$ cat src/rtl/rf_writeback_arbiter.sv
// Register-file write-port arbiter: pipeline writeback first, buffered
// long-latency results second, with a per-register pending-write mask.
module rf_writeback_arbiter #(
    parameter int DATA_W = 32,
    parameter int ADDR_W = 5,
    parameter int DEPTH  = 4
) (
    input  logic                       clk,
    input  logic                       rst,
    input  logic                       wb_valid,
    input  logic [ADDR_W-1:0]          wb_addr,
    input  logic [DATA_W-1:0]          wb_data,
    input  logic                       lu_valid,
    output logic                       lu_ready,
    input  logic [ADDR_W-1:0]          lu_addr,
    input  logic [DATA_W-1:0]          lu_data,
    output logic                       rf_reg_write,
    output logic [ADDR_W-1:0]          rf_write_reg_address,
    output logic [DATA_W-1:0]          rf_write_data,
    output logic [31:0]                pending_mask,
    output logic [$clog2(DEPTH):0]     fifo_count
);
    localparam int PW = $clog2(DEPTH);
    localparam int CW = PW + 1;

    logic [ADDR_W-1:0] q_addr [DEPTH];
    logic [DATA_W-1:0] q_data [DEPTH];
    logic [DEPTH-1:0]  q_live;
    logic [PW-1:0]     wr_ptr;
    logic [PW-1:0]     rd_ptr;
    logic [CW-1:0]     count;

    logic              wb_go;
    logic              pop;
    logic              push;
    logic              head_live;
    logic [DEPTH-1:0]  live_nxt;
    logic [ADDR_W-1:0] addr_nxt [DEPTH];
    logic [31:0]       mask_nxt;

    assign lu_ready   = !rst && (count < CW'(DEPTH));
    assign fifo_count = count;
    assign wb_go      = wb_valid && (wb_addr != '0);
    assign pop        = !wb_go && (count != '0);
    assign push       = lu_valid && lu_ready && (lu_addr != '0);
    assign head_live  = q_live[rd_ptr];

    // Live bits and addresses as they will stand after this cycle's
    // kill, pop and push; the mask is built from that view.
    always_comb begin
        live_nxt = q_live;
        mask_nxt = '0;
        for (int i = 0; i < DEPTH; i++) begin
            addr_nxt[i] = q_addr[i];
            if (wb_go && q_addr[i] == wb_addr)
                live_nxt[i] = 1'b0;
        end
        if (pop)
            live_nxt[rd_ptr] = 1'b0;
        if (push) begin
            addr_nxt[wr_ptr] = lu_addr;
            live_nxt[wr_ptr] = !(wb_go && lu_addr == wb_addr);
        end
        for (int i = 0; i < DEPTH; i++) begin
            if (live_nxt[i])
                mask_nxt = mask_nxt | (32'(1) << addr_nxt[i]);
        end
        mask_nxt[0] = 1'b0;
    end

    always_ff @(posedge clk) begin
        if (push) begin
            q_addr[wr_ptr] <= lu_addr;
            q_data[wr_ptr] <= lu_data;
        end
    end

    always_ff @(posedge clk) begin
        if (rst) begin
            q_live               <= '0;
            wr_ptr               <= '0;
            rd_ptr               <= '0;
            count                <= '0;
            pending_mask         <= '0;
            rf_reg_write         <= 1'b0;
            rf_write_reg_address <= '0;
            rf_write_data        <= '0;
        end else begin
            q_live       <= live_nxt;
            pending_mask <= mask_nxt;
            if (push)
                wr_ptr <= wr_ptr + PW'(1);
            if (pop)
                rd_ptr <= rd_ptr + PW'(1);
            case ({push, pop})
                2'b10:   count <= count + CW'(1);
                2'b01:   count <= count - CW'(1);
                default: count <= count;
            endcase
            rf_reg_write <= wb_go || (pop && head_live);
            if (wb_go) begin
                rf_write_reg_address <= wb_addr;
                rf_write_data        <= wb_data;
            end else if (pop && head_live) begin
                rf_write_reg_address <= q_addr[rd_ptr];
                rf_write_data        <= q_data[rd_ptr];
            end
        end
    end
endmodule

$ cat config.mk
export PLATFORM = sky130hd
export DESIGN_NAME = rf_writeback_arbiter
export DESIGN_NICKNAME = d
export VERILOG_FILES = /design/src/rtl/rf_writeback_arbiter.sv
export SDC_FILE = /design/constraint.sdc
export NUM_CORES = 1
export LEC_CHECK = 0
export ABC_AREA = 1
export CAP_MARGIN = 25
export CORE_MARGIN = 2
export CORE_UTILIZATION = 50
export DETAILED_ROUTE_END_ITERATION = 16
export PLACE_DENSITY = 0.77
export SLEW_MARGIN = 20
export SYNTH_ARGS = -nofsm -noshare
export SYNTH_HDL_FRONTEND = slang
export SYNTH_SLANG_ARGS = --single-unit
$ cat constraint.sdc
create_clock -name clk -period 2.7 [get_ports clk]
set_input_delay 0.405 -clock clk [delete_from_list [all_inputs] [get_ports clk]]
set_output_delay 0.405 -clock clk [all_outputs]
set_load 0.02 [all_outputs]
==> metrics <==
RSZ-0062 raised after global routing false; CORE AREA 21200 um2; Power Density 777 nW/um2; final worst path period need 2390 ps; clk_skew 21.3 ps; cell repeated most along the worst path inv_1; wire length per cell 18.3 um; Syn Inst Count 1242; leakage 5.43 nW; Rows 53; total global-route track usage 28.0%; total power 10.9 mW; routability congestion estimate 0.999; initial DRC count 879; Slowest-stage cell, CP dfxtp_1; Seq/Total Area, Yosys 56.0%; I/O Buffers 150; Pins Over Slew Limit 0; setup_tns 0 ps; Syn Area/Cell 8.75 um2; layout cells sized above 1 12.5%; post-synthesis register bit count 230; largest net degree at the start of global routing 83; Netlist cell types 34; Non-Filler Instances 1735; mapped cell area 10900 um2; Max Freq 0.419 GHz; width of the die 151 um; die span in y 151 um; postcts setup bufs 0; Num CTS Buffers 24; Worst Hold Depth 3; most used routing layer met2; status completed; Final Setup Violations 0; dpl hpwl 22400 um; R2R Path End fifo_count[2]$_SDFFE_PP0P_; drt first pass iters 5; period utilization 88.4%; vias in the first global route 9217; global-route met2 utilization 47.5%; post-CTS sizing 0; prevailing post-synth register cell edfxtp_1; io pins 152; Worst-path clk slew 60 ps; die area 22900 um2; initial antenna violation count 0; CP peak stage delay 530 ps; Post-synth ARST share 0%; initial core utilization 51.4%; CTS tree yes; Worst Setup Path Type reg2reg; Post-CTS Hold Buffers 0; synth warn 0; Slew headroom 34.5%; first-pass GRT wire length 48900 um; Clock Path Buffers 3; Total Wirelength 31800 um; placed cells 1691; Syn Nets 1330; drt drc 0; CP required 3060 ps; reg2reg start fifo_count[2]$_SDFFE_PP0P_; worst-skew pair later-pin latency 530 ps; met1 usage 36.8%; drt via density 5.54; Cell Chain, Critical Path inv_1 > nand3_1 > a21boi_1 > buf_4 > ha_1 > inv_1 > fa_1 > a21oi_1 > o21ai_0 > xor2_1 > nor2_1; Area growth syn-to-layout 29.6%; Clock Sink Count 230; most frequent cells in the layout nor2_1, nand2_1, clkdlybuf4s50_1; CP Launch Type flop; Filler cells 1713; hold path start wb_data[25]; Hold EP rf_write_data[25]$_SDFFE_PP0P_; Antenna Nets Post-Route 0; CTS Root Cell clkbuf_16; max_cap viols 0; Worst Path Arrival 2750 ps; VDD IR-drop max 0.688 mV; Post-synth EDFFs 148; grt met3 use 4.01%; commonest non-fill, non-tap cell in the layout nor2_1; ANT cells 0; crit end category flop; GRT overflow 0; Hold Vio Cnt, Final 0; Reg2Reg Depth 11; r2r setup slk 310 ps; Crit Path Max Fanout 6; worst min path class in2reg; H-tree levels 1; fin nets 1530; Via Count 9614; worst slew pin tran 983 ps
stage by stage:
step                setup slack (ps)  cell area, um2  hold slack [ps]  utilization [%]
floorplan                        244           10900              478                -
global placement               -40.0           13200              469             62.5
detailed placement             -29.7           13200              470             62.5
CTS                              333           14100              443             66.6
global route                     116           14100              465             66.6
finish                           313           14100              454             66.6
kinds of logic after synthesis:
family / share of synthesized area, %
adder cells (fa/ha/maj): 1.22
AND/OR/NAND/NOR: 23.7
flip-flops: 56.0
other: 0.0345
XOR/XNOR: 1.53
buffers and inverters: 5.39
AO/OA/AOI/OAI: 12.1
worst max-delay path by stage:
stage / start / to / slack (ps) / depth (start not counted)
after floorplan: fifo_count[2]$_SDFFE_PP0P_ / pending_mask[29]$_SDFF_PP0_ / 240 / 11
after global placement: lu_valid / pending_mask[20]$_SDFF_PP0_ / -40 / 16
after detailed placement: lu_valid / pending_mask[20]$_SDFF_PP0_ / -30 / 16
after CTS: rst / lu_ready / 330 / 4
after global routing: fifo_count[2]$_SDFFE_PP0P_ / fifo_count[2]$_SDFFE_PP0P_ / 120 / 11
final: fifo_count[2]$_SDFFE_PP0P_ / fifo_count[2]$_SDFFE_PP0P_ / 310 / 11
report_power, final:
group	switching [mW]	internal, mW	leakage (nW)
logic	2.01	1.20	3.00
clock network	1.34	2.18	0.415
registers	0.160	4.04	2.02
state kept, by name (all words and copies together), names as in the netlist, named ones only:
name and cells:
rd_ptr 2, q_data 128, pending_mask 31, rf_write_data 32, fifo_count 3, wr_ptr 2
rf_reg_write 1, q_addr 20, rf_write_reg_address 5, q_live 4
Yosys cell counts (2+ instances only):
cell type    n  area (um2)
nor2_2       3        18.8
xnor2_1      4        35.0
a21oi_1     19        95.1
inv_1       45         169
a31oi_1      4        25.0
dfxtp_1     82        1640
nand2_2     11        68.8
edfxtp_1   148        4440
nand3b_1     2        15.0
clkinv_1     4        15.0
nand3_1    119         596
buf_2       18        90.1
ha_1         9         113
xor2_1      15         131
nand3_2      3        30.0
o21ai_1     27         135
buf_4        6        45.0
nand2_1    216         811
nor2_1     241         905
buf_1        9        33.8
a311oi_1    33         289
clkbuf_1    42         158
o22ai_1     33         206
a211oi_1     3        22.5
nand4_1     17         106
o21ai_2      4        35.0
o21ai_0     99         495
inv_2       20        75.1
metal layers:
| metal | vias to the layer above | part of all wire [%] |
|---|---|---|
| met2 | 380 | 49 |
| met3 | 60 | 6.5 |
| met5 | - | 0 |
| met4 | 0 | 3.0 |
| met1 | 4519 | 42 |
| li1 | 4655 | - |
layout make-up:
type	instances	area, um2	area share (%)
Tap cell	275	344	2.44
Inverter	69	260	1.85
Clock buffer	31	647	4.59
Timing Repair Buffer	249	2330	16.5
Multi-Input combinational cell	868	4200	29.9
Sequential cell	230	6090	43.2
Clock inverter	13	210	1.49
worst max-delay path, delay by kind of cell, from the launching register on:
family	cells	cell delay [ps]
AO/OA/AOI/OAI	3	490
AND/OR/NAND/NOR	2	200
XOR/XNOR	1	150
flip-flops	1	530
buffers and inverters	3	320
adder cells (fa/ha/maj)	2	530
Power figures use the tool's default switching activity.
